===== config.mk =====
export PLATFORM = sky130hd
export DESIGN_NAME = axis_pkt_arbiter
export DESIGN_NICKNAME = d
export VERILOG_FILES = /design/src/rtl/axis_pkt_arbiter_pkg.sv /design/src/rtl/axis_pkt_arbiter_rr_pick.sv /design/src/rtl/axis_pkt_arbiter.sv
export SDC_FILE = /design/constraint.sdc
export NUM_CORES = 1
export LEC_CHECK = 0
export CELL_PAD_IN_SITES_DETAIL_PLACEMENT = 0
export CELL_PAD_IN_SITES_GLOBAL_PLACEMENT = 1
export CORE_AREA = 3 3 304 306
export DETAILED_ROUTE_END_ITERATION = 10
export DIE_AREA = 0 0 307 309
export GPL_TIMING_DRIVEN = 0
export PLACE_DENSITY_LB_ADDON = 0.1
export SYNTH_ARGS = -nofsm -noshare
export SYNTH_HDL_FRONTEND = slang
export SYNTH_SLANG_ARGS = --single-unit
export TNS_END_PERCENT = 5

===== constraint.sdc =====
create_clock -name clk -period 4.45 [get_ports clk]
set_input_delay 1.1125 -clock clk [delete_from_list [all_inputs] [get_ports clk]]
set_output_delay 1.1125 -clock clk [all_outputs]
set_load 0.05 [all_outputs]

===== src/rtl/axis_pkt_arbiter_pkg.sv =====
// Shared definitions for the packet-path blocks: FSM encoding, default sizes
// and small index helpers.
package axis_pkt_arbiter_pkg;

    localparam int unsigned DEF_DW     = 128;
    localparam int unsigned DEF_NUM_IN = 4;

    localparam logic [0:0] ST_ARB  = 1'b0;
    localparam logic [0:0] ST_PASS = 1'b1;

    function automatic int unsigned one_bits(input logic [31:0] v);
        int unsigned n;
        n = 0;
        for (int unsigned i = 0; i < 32; i++) begin
            n += int'(v[i]);
        end
        return n;
    endfunction

    // Next index modulo n; valid for idx < n.
    function automatic int unsigned wrap_next(input int unsigned idx, input int unsigned n);
        return (idx + 1 >= n) ? 0 : idx + 1;
    endfunction

endpackage


===== src/rtl/axis_pkt_arbiter_rr_pick.sv =====
// Combinational round-robin picker: first requester at or after last_idx+1,
// found by rotating a doubled request vector and priority-encoding it.
module rr_pick
    import axis_pkt_arbiter_pkg::*;
#(
    parameter int unsigned NUM_IN = DEF_NUM_IN,
    parameter int unsigned IW     = $clog2(NUM_IN)
) (
    input  logic [NUM_IN-1:0] req,
    input  logic [IW-1:0]     last_idx,
    output logic              any_req,
    output logic [IW-1:0]     winner
);

    logic [2*NUM_IN-1:0] req_dbl;
    logic [NUM_IN-1:0]   req_rot;
    int unsigned         start;
    int unsigned         pos;

    always_comb begin
        req_dbl = {req, req};
        start   = wrap_next(32'(last_idx), NUM_IN);
        req_rot = req_dbl[start +: NUM_IN];
        any_req = |req;
        winner  = '0;
        pos     = 0;
        // Scan downward so the lowest rotated offset is the last one written.
        for (int unsigned i = NUM_IN; i > 0; i--) begin
            if (req_rot[i-1]) begin
                pos    = start + i - 1;
                if (pos >= NUM_IN) pos = pos - NUM_IN;
                winner = IW'(pos);
            end
        end
    end

endmodule


===== src/rtl/axis_pkt_arbiter.sv =====
// Packet-granular round-robin AXI-Stream merger; the grant only moves after
// a TLAST handshake so every output packet is contiguous.
module axis_pkt_arbiter
    import axis_pkt_arbiter_pkg::*;
#(
    parameter int unsigned DW     = DEF_DW,
    parameter int unsigned NUM_IN = DEF_NUM_IN,
    parameter int unsigned IW     = $clog2(NUM_IN)
) (
    input  logic                     clk,
    input  logic                     reset,
    input  logic [NUM_IN-1:0]        cfg_enable,
    input  logic [NUM_IN*DW-1:0]     axis_in_tdata,
    input  logic [NUM_IN*DW/8-1:0]   axis_in_tkeep,
    input  logic [NUM_IN-1:0]        axis_in_tlast,
    input  logic [NUM_IN-1:0]        axis_in_tvalid,
    output logic [NUM_IN-1:0]        axis_in_tready,
    output logic [DW-1:0]            axis_out_tdata,
    output logic [DW/8-1:0]          axis_out_tkeep,
    output logic                     axis_out_tlast,
    output logic                     axis_out_tvalid,
    output logic [IW-1:0]            axis_out_tid,
    input  logic                     axis_out_tready,
    output logic                     grant_active,
    output logic [31:0]              pkt_count
);

    localparam int unsigned KW = DW / 8;

    logic [0:0]        state;
    logic [IW-1:0]     grant_idx;
    logic [IW-1:0]     last_idx;
    logic [NUM_IN-1:0] req;
    logic              any_req;
    logic [IW-1:0]     winner;
    logic              last_hs;

    assign req = axis_in_tvalid & cfg_enable;

    rr_pick #(
        .NUM_IN (NUM_IN),
        .IW     (IW)
    ) u_rr_pick (
        .req      (req),
        .last_idx (last_idx),
        .any_req  (any_req),
        .winner   (winner)
    );

    // Pure combinational pass-through of the granted source; reset gates everything.
    always_comb begin
        axis_out_tdata  = '0;
        axis_out_tkeep  = '0;
        axis_out_tlast  = 1'b0;
        axis_out_tvalid = 1'b0;
        axis_in_tready  = '0;
        grant_active    = 1'b0;
        axis_out_tid    = reset ? '0 : grant_idx;
        if (!reset && state == ST_PASS) begin
            grant_active = 1'b1;
            for (int unsigned k = 0; k < NUM_IN; k++) begin
                if (grant_idx == IW'(k)) begin
                    axis_out_tdata    = axis_in_tdata[k*DW +: DW];
                    axis_out_tkeep    = axis_in_tkeep[k*KW +: KW];
                    axis_out_tlast    = axis_in_tlast[k];
                    axis_out_tvalid   = axis_in_tvalid[k];
                    axis_in_tready[k] = axis_out_tready;
                end
            end
        end
    end

    assign last_hs = axis_out_tvalid & axis_out_tready & axis_out_tlast;

    always_ff @(posedge clk) begin
        if (reset) begin
            state     <= ST_ARB;
            grant_idx <= '0;
            last_idx  <= IW'(NUM_IN - 1);
            pkt_count <= '0;
        end else begin
            case (state)
                ST_ARB: begin
                    if (any_req) begin
                        grant_idx <= winner;
                        state     <= ST_PASS;
                    end
                end
                default: begin
                    if (last_hs) begin
                        last_idx  <= grant_idx;
                        pkt_count <= pkt_count + 32'd1;
                        state     <= ST_ARB;
                    end
                end
            endcase
        end
    end

endmodule


==> results.md <==
- H-tree Lvls: 2
- Placed inst area: roughly 15,000 um2
- Status: complete, no violations
- Global-route wire length before repair: approximately 97 mm
- Routed wire length per instance: between 30 and 40 um
- PwrDens: 148 nW/um2
- Port buffer count: approximately 780
- CTS tree: done
- Final Hold Vio Count: 0
- Placer congestion estimate: 0.832
- Clk pwr share: 15.5%
- Worst reg2reg path endpoint: pkt_count[28]
- Worst Path Max Fanout: 10
- Switching Fraction: 40.0%
- Number of synthesized register bits: 37
- Area Growth Syn to Fin: 152%
- Sw Pwr: just over 0.9 mW
- CP Cell Sequence: clkdlybuf4s50_1, nor2b_1, clkbuf_2, clkbuf_8, clkbuf_4, and2_1, clkdlybuf4s15_2
- Ys async rst share: 0%
- Worst hold path startpoint: pkt_count[28]
- Worst Tran Pin Value: approximately 1.1 ns
- Clock Tree Buf Depth: 2
- PostCTS Resize Cnt: between 400 and 500
- Hold Buf Count CTS: 0
- Syn Nets: 1,161
- Drt drc: 0
- Clk Latency, worst-skew pair: 0.28 ns
- Peak per-stage delay on the critical path: approximately 0.48 ns
- Synth Area per Inst: roughly 11 um2
- Num rows: 110
- Non-Filler Instances: ~2,500
- Cell area after layout: about 16,000 um2
- Max Fclk: 232 MHz
- DR vias: slightly below 9,000
- EDFF count, synth: 0
- Hold endpoint: pkt_count[28]
- Final setup fails: 0
- Netlist cell types: 34
- Fillers: roughly 10,000
- Via density: approximately 3.4
- DP HPWL: 69.4 mm
- Period Utilization, post-route: a little over nine tenths
- # placed instances: between 2,000 and 3,000
- Max Cap Violations: 0
- Initial Util: just under 7%
- Reg2Reg Depth: 5
- Core region area: 89,900 um2
- Startpoint types: primary input
- Slowest library cell on the worst path: clkdlybuf4s50_1
- Mapped Area: between 6000 and 7000 um2
- # IOs: 776
- Final ANT Viol Nets: 0
- Peak VDD IR: around 0.00011 V
- Flop pwr share: about 14%
- Fin. max-slew vios: 0
- Slew margin rel.: between 20 and 30%
- Fin nets: about 1,900
- Pint: between 1 and 1.5 mW
- TritonRoute pass-1 iters: 4
- Power consumption: 2.32 mW
- Worst Setup End Kind: primary output
- Clk root buf: clkbuf_16
- Most used DFF post-synth: dfxtp_1
- HP Class: flop to flop
- Die X: 307 um
- Share of layout cells above drive strength 1: ~23%
- Clock-pin slew on the worst setup and hold paths: about 0.06 ns
- FF+latch area: about 740 um2
- Logic pwr share: 70.0%
- Post-CTS Setup Inserts: 0
- R2R setup slack: approximately 2.0 ns
- Total Wirelength: roughly 77 mm
- CTS sink count: 37
- Initial antenna violation count: 31
- Part of the Yosys area used for sequential elements: a little under an eighth
- Vias in the first global route: approximately 9,400
- DIE HEIGHT: ~310 um
- Num CTS Buffers: 5
- Hold-critical path depth: 2
- Largest net degree at the start of global routing: 11
- Leakage: around 5.2 nW
- Iteration-0 DRC Markers: 333
- Req. time, crit path: 3.34 ns
- Final min period: 4.31 ns
- Total gr overflow: 0
- Gate Count Post-Synth: ~570
- CP Data Arrival Time: ~3.2 ns
- DIE AREA: approximately 95,000 um2
- Skew final: about 0.0014 ns
- GRT Util Overall: approximately 15%
- Final hold slack: around 0.51 ns
- RSZ-0062 raised after global routing: true
- Reg-to-reg critical path startpoint: pkt_count[0]
- Worst Path Class, Setup: primary input to primary output
- Area of the multi-input gates: approximately 5200 um2
- Yosys warns: 0
==> stage by stage <==
stage / setup WS [ns] / TNS, ns / util [%]
floorplan: 0.577 / 0 / -
global placement: -1.51 / -167.08 / 17.2
detailed placement: -1.55 / -169.27 / 17.2
CTS: 0.000191 / 0 / 17.5
global route: -0.0418 / -0.361 / 17.4
finish: 0.142 / 0 / 17.4
==> placed cells by master, fill, tap and decap left out, types with 3 or more instances in the layout <==
cell type        netlist  final
o31ai_1                3      3
or4_1                  3      3
and2_1               148    148
clkbuf_2               0     30
clkbuf_4               0      3
clkdlybuf4s18_2        0      4
dfxtp_1               37     37
and4_1                 6      6
nand3_1               11     11
nor4_1                11     11
nor2_1                35     35
clkbuf_16              0      5
buf_2                 13     26
clkdlybuf4s15_1        0      3
dlygate4sd2_1          0     33
clkdlybuf4s50_1        0    625
nor3_1                13     13
clkbuf_1              41     19
clkdlybuf4s15_2        0     88
nand2_1               21     21
nand4_1                8      8
o21ai_0                4      4
a21oi_1               10     10
inv_1                  7      7
mux4_2               146    146
diode_2                0     17
xnor2_1               23     23
==> synthesized netlist by cell type (3+ instances only) <==
library cell,n,share of area [%]
and2_1,148,15
o21ai_0,4,0.32
buf_2,13,1.0
and4_1,6,0.84
nand4_1,8,0.80
mux4_2,146,53
nor4_1,11,1.1
nor3_1,13,1.0
or4_1,3,0.36
a21oi_1,10,0.80
clkbuf_1,41,2.5
nand3_1,11,0.88
xnor2_1,23,3.2
o31ai_1,3,0.36
inv_1,7,0.42
nand2_1,21,1.3
dfxtp_1,37,12
nor2_1,35,2.1
buf_1,6,0.36
==> cells by family after synthesis <==
family	count (synthesis)	share of synthesized area (%)
AO/OA/AOI/OAI	25	2.55
XOR/XNOR	25	3.52
adder cells (fa/ha/maj)	2	0.402
buffers and inverters	68	4.42
flip-flops	37	11.9
multiplexers	146	52.8
AND/OR/NAND/NOR	265	24.4
==> metal layers <==
layer,wire length [um],up-vias,GRT usage [%]
met1,28800,4359,17.0
met3,5680,42,4.33
li1,-,3818,-
met5,91,-,0
met4,787,14,2.13
met2,41600,416,29.5
==> worst max-delay path: cells and delay by family <==
| kind | cells | cell delay (ns) |
|---|---|---|
| AND/OR/NAND/NOR | 2 | 0.40 |
| buffers and inverters | 5 | 1.67 |
==> sequential cells by signal (all words and copies together) (netlist names) <==
register and flops:
grant_idx 2, last_idx 2, state 1, pkt_count 32
==> layout make-up <==
cell class	instances	share of cell area, %
tap	1176	9.40
clock buffer	7	0.911
sequential	37	4.73
inverter	7	0.168
multi-input combinational	463	33.2
antenna	17	0.272
buffer	61	2.01
timing repair buffer	775	49.3
==> worst max path at each step <==
stage / from / endpoint / slack (ns) / cells past startpoint
finish: reset / axis_out_tdata[75] / 0.14 / 7
global route: reset / axis_out_tdata[90] / -0.04 / 7
CTS: reset / axis_out_tdata[126] / 0.0002 / 7
detailed placement: reset / axis_out_tdata[74] / -1.55 / 7
global placement: reset / axis_out_tdata[74] / -1.51 / 7
floorplan: reset / axis_in_tready[0] / 0.58 / 5
==> power groups by stage <==
stage / clock network [mW] / logic, mW / registers (mW)
finish: 0.361 / 1.62 / 0.336
global route: 0.389 / 1.71 / 0.336
CTS: 0.379 / 1.67 / 0.336
detailed placement: 0 / 1.69 / 0.344
global placement: 0 / 1.69 / 0.344
floorplan: 0 / 0.698 / 0.344
Note: power is estimated with default switching activity, not from simulation.
